--- src/rtl/br_write_arbiter.sv ---
// Round-robin arbiter sharing the register-file write port between ALU (A) and load (B) writebacks.
// Latency 1 cycle accept->RegWrite; ready is combinational, one grant per cycle, write stage never stalls.
// Optional BR_ARB_FWD_EN adds combinational write-to-read forwarding for two read ports.
module br_write_arbiter #(
  parameter int DW    = 32,
  parameter int AW    = 5,
  parameter int CNT_W = 16
) (
  input  logic             clk,
  input  logic             rst_n,
  input  logic             a_valid,
  output logic             a_ready,
  input  logic [AW-1:0]    a_addr,
  input  logic [DW-1:0]    a_data,
  input  logic             b_valid,
  output logic             b_ready,
  input  logic [AW-1:0]    b_addr,
  input  logic [DW-1:0]    b_data,
`ifdef BR_ARB_FWD_EN
  input  logic [AW-1:0]    fwd_ra1,
  input  logic [AW-1:0]    fwd_ra2,
  input  logic [DW-1:0]    fwd_rd1,
  input  logic [DW-1:0]    fwd_rd2,
  output logic [DW-1:0]    fwd_q1,
  output logic [DW-1:0]    fwd_q2,
`endif
  output logic             RegWrite,
  output logic [AW-1:0]    WriteRegister,
  output logic [DW-1:0]    WriteData,
  output logic [CNT_W-1:0] a_grants,
  output logic [CNT_W-1:0] b_grants
);

  // ptr_q == 0 -> A has priority on contention, 1 -> B
  logic             ptr_q, ptr_d;
  logic             wr_en_q, wr_en_d;
  logic [AW-1:0]    wr_addr_q, wr_addr_d;
  logic [DW-1:0]    wr_data_q, wr_data_d;
  logic [CNT_W-1:0] a_cnt_q, a_cnt_d;
  logic [CNT_W-1:0] b_cnt_q, b_cnt_d;
  logic             grant_a, grant_b;
  logic [AW-1:0]    sel_addr;
  logic [DW-1:0]    sel_data;

  assign grant_a = a_valid && (!b_valid || !ptr_q);
  assign grant_b = b_valid && (!a_valid ||  ptr_q);
  assign a_ready = grant_a;
  assign b_ready = grant_b;

  always_comb begin
    ptr_d     = ptr_q;
    wr_en_d   = 1'b0;
    wr_addr_d = wr_addr_q;
    wr_data_d = wr_data_q;
    a_cnt_d   = a_cnt_q;
    b_cnt_d   = b_cnt_q;
    sel_addr  = grant_b ? b_addr : a_addr;
    sel_data  = grant_b ? b_data : a_data;
    if (grant_a) begin
      ptr_d = 1'b1;
      if (a_cnt_q != {CNT_W{1'b1}}) a_cnt_d = a_cnt_q + 1'b1;
    end
    if (grant_b) begin
      ptr_d = 1'b0;
      if (b_cnt_q != {CNT_W{1'b1}}) b_cnt_d = b_cnt_q + 1'b1;
    end
    // Writes to r0 complete the handshake but never reach the register file.
    if ((grant_a || grant_b) && (sel_addr != '0)) begin
      wr_en_d   = 1'b1;
      wr_addr_d = sel_addr;
      wr_data_d = sel_data;
    end
  end

  always_ff @(posedge clk or negedge rst_n) begin
    if (!rst_n) begin
      ptr_q     <= 1'b0;
      wr_en_q   <= 1'b0;
      wr_addr_q <= '0;
      wr_data_q <= '0;
      a_cnt_q   <= '0;
      b_cnt_q   <= '0;
    end else begin
      ptr_q     <= ptr_d;
      wr_en_q   <= wr_en_d;
      wr_addr_q <= wr_addr_d;
      wr_data_q <= wr_data_d;
      a_cnt_q   <= a_cnt_d;
      b_cnt_q   <= b_cnt_d;
    end
  end

  assign RegWrite      = wr_en_q;
  assign WriteRegister = wr_addr_q;
  assign WriteData     = wr_data_q;
  assign a_grants      = a_cnt_q;
  assign b_grants      = b_cnt_q;

`ifdef BR_ARB_FWD_EN
  assign fwd_q1 = (wr_en_q && (wr_addr_q == fwd_ra1) && (fwd_ra1 != '0)) ? wr_data_q : fwd_rd1;
  assign fwd_q2 = (wr_en_q && (wr_addr_q == fwd_ra2) && (fwd_ra2 != '0)) ? wr_data_q : fwd_rd2;
`endif

endmodule

--- config.mk ---
export PLATFORM = sky130hd
export DESIGN_NAME = br_write_arbiter
export DESIGN_NICKNAME = d
export VERILOG_FILES = /design/src/rtl/br_write_arbiter.sv
export SDC_FILE = /design/constraint.sdc
export NUM_CORES = 1
export LEC_CHECK = 0
export ABC_AREA = 1
export BUFFER_PORTS_ARGS = -buffer_cell sky130_fd_sc_hd__buf_4
export CAP_MARGIN = 20
export CORE_MARGIN = 5
export CORE_UTILIZATION = 35
export CTS_CLUSTER_DIAMETER = 120
export DETAILED_ROUTE_END_ITERATION = 16
export PLACE_DENSITY = 0.69
export SETUP_SLACK_MARGIN = 0.4
export SLEW_MARGIN = 0
export SYNTH_ARGS = -nofsm -noshare
export SYNTH_HDL_FRONTEND = slang
export SYNTH_SLANG_ARGS = --single-unit
export TNS_END_PERCENT = 30
--- constraint.sdc ---
create_clock -name clk -period 2.13 [get_ports clk]
set_input_delay 0.1065 -clock clk [delete_from_list [all_inputs] [get_ports clk]]
set_output_delay 0.1065 -clock clk [all_outputs]
set_load 0.005 [all_outputs]
==> impl_metrics.ini <==
[status]
outcome = complete, no violations

[synth]
synth_compound_area_share_pct = 2.70
synth_xor_xnor_area_share_pct = 4.68
synth_top_area_share_pct = 45.2
synth_top_family_by_area = simple AND/OR/NAND/NOR gates
synth.area.top_cells = dfrtp_1 (45%), nand2_1 (27%), nand3_1 (7.4%), inv_1 (3.9%), xnor2_1 (2.4%)
syn_area_sq_um = 3930
synth-seq-cells = 71
synth.area.mux_share_pct = 0
yosysTopAreaCell = dfrtp_1
synth.avg_cell_area_sq_um = 7.00
ys_seq_area_share_pct = 45.2
yosys.area_share.simple_pct = 40.0
ys_warn_count = 0
synthCells = 562
syn_nets = 642
synth_cell_type_count = 22
synthAdderAreaFrac_pct = 0.636

[setup_path]
critical_path_class = register to register
cp-start-kind = register
end_kind = register
crit_arrival_ns = 1.82
cp_max_fo = 7
critPathRequiredTime_ns = 2.34

[global_routing]
grt_overflow = 0
grt_pass1_wl_um = 19100
grt_max_degree = 72
grt_use_total_pct = 17.9
antenna_found_initial = 0
first_global_vias = 4020

[clocking]
cts_inserted_buffers = 9
h-tree-depth = 3
clockBufferDepth = 2
clock-sinks = 71
tritoncts = done
cts.clk_slew.worst_paths_ns = 0.06
cts_root_buf = clkbuf_16
clk_latency_ns = 0.33

[cells_and_area]
drive_gt1_share_pct = 27.7
antenna_cells = 0
area_delta_synth_final_pct = 43.7
final_net_count = 800
fin_area_sq_um = 5650
final_util_pct = 51.7

[placed_design]
gp_congestion = 0.898
portBuffers = 149
pre_cts_ws_ns = 0.322
dp_hpwl_um = 8590
dpl_cell_area_sq_um = 5180

[die]
die_x_um = 116
coreArea_sq_um = 10900
die_area_sq_um = 13500
die_y_um = 116
io_pins = 150
initial_core_util_pct = 36.0
num_rows = 38

[sta]
fin_crit_sh_pct = 75.3
setup_tns_ns = 0
tightest_slew_ns = 0.922
relSlewSlack_pct = 38.5
rsz0062_at_grt = yes
timing.final.ws_setup_ns = 0.526
clock.fmax_ghz = 0.624
slew_violations = 0
min_period_ns = 1.60
final-hold-violation-count = 0
finalSetupViolations = 0
fin_skew_ns = 0.00481

[power_and_ir_drop]
finalPower_uw = 4940
irDropWorstVdd_mv = 0.390
leakage_uw = 0.00311
power_density_nw_per_um2 = 874

[detailed_routing]
ant_nets = 0
postRouteWirelength_um = 11700
drt_iter0_drc = 197
dr.pass1.iters = 4
vias_per_cell = 4.74
route.detailed.drc = 0
vias = 4101
wl_per_cell_um = 13.5

[run]
cap_violations = 0

[hold_path]
hp-class = primary input to register
==> per-layer routing <==
| layer | GRT usage, % | share of wire (%) | vias to the layer above |
|---|---|---|---|
| li1 | - | - | 2063 |
| met1 | 22.7 | 42 | 1890 |
| met2 | 29.5 | 48 | 136 |
| met3 | 4.91 | 8.6 | 12 |
| met4 | 5.80 | 1.1 | 0 |
| met5 | 0 | 0 | - |
==> area by class of cell <==
type	count	area [sq um]
Inverter	42	164
Fill cell	1061	5290
Clock buffer	14	284
Timing Repair inverter	1	7.51
Tap cell	140	175
Clock inverter	2	12.5
Timing Repair Buffer	167	1270
Sequential cell	71	1780
Multi-Input combinational cell	428	1950
==> kinds of logic after synthesis <==
| kind of cell | after synthesis |
|---|---|
| AOI/OAI and AO/OA | 20 |
| xor gates and xnor gates | 21 |
| adders and majority gates | 2 |
| buffers and inverters | 63 |
| DFF | 71 |
| and+or+nand+nor | 385 |
==> stage by stage <==
step	hold slack, ns	std cells
2_1_floorplan	-0.189	562
3_3_place_gp	0.298	839
3_5_place_dp	0.300	839
4_1_cts	0.0151	858
5_1_grt	0.0658	865
6_report	0.0486	865
==> worst paths after layout <==
kind | startpoint | endpoint | slack (ns) | depth (start not counted)
setup / recovery | a_grants[0] | a_grants[1] | 0.53 | 8
hold / removal | b_valid | ptr_q | 0.05 | 2
setup reg to reg | a_grants[0] | a_grants[1] | 0.53 | 8
hold reg to reg | WriteRegister[0] | WriteRegister[0] | 0.47 | 2
max in group asynchronous | rst_n | a_grants[1] | 1.02 | 2
min in group asynchronous | rst_n | WriteData[5] | 0.44 | 2
==> worst max-delay path, cell delays in order (launching register included) <==
cell	delay (ns)
dfrtp_2	0.38
ha_2	0.22
nand3_2	0.12
nor3_4	0.17
nand3_2	0.11
nand2_4	0.14
clkinvlp_4	0.19
nand2_1	0.11
nand2_1	0.06
==> layout by cell type, fill, tap and decap left out, drive strengths merged, types with 2 or more instances in the layout <==
cell type	netlist	routed
nand2	286	286
buf	15	166
dfrtp	71	71
nand3	59	59
inv	42	41
nor2	24	24
o21ai	19	19
clkbuf	6	14
xnor2	11	11
xor2	10	10
nor3	9	9
nand3b	4	4
clkinvlp	0	3
nand4	3	3
ha	2	2
==> where the power goes <==
group,switching (uW),leakage (uW),internal (uW)
registers,296,0.000894,1640
clock network,549,0.000145,914
logic,732,0.00207,804
total,1580,0.00311,3360
==> flip-flops by register name, summed over array words and instances (netlist names) <==
signal,flops
WriteData,32
ptr_q,1
a_grants,16
RegWrite,1
b_grants,16
WriteRegister,5
==> cell usage after synthesis <==
cell,n
nand4_1,3
nand3b_1,4
nor3_1,8
buf_6,2
buf_4,1
nor2_1,24
clkbuf_1,6
nand3_1,58
dfrtp_1,71
nand3_2,1
nor3_4,1
xnor2_1,11
nand2_2,2
xor2_1,10
ha_1,2
o21ai_0,19
nand2_1,284
inv_1,41
inv_2,1
o21bai_2,1
buf_1,3
buf_2,9
==> what timing repair did <==
item,CTS,global route
hold buffers,1,0
setup buffers,1,7
pin swaps,1,5
setup endpoints to repair,54,65
resized for setup,7,20
cloned,1,0
hold endpoints to repair,71,0
(Power assumes the default switching activity.)
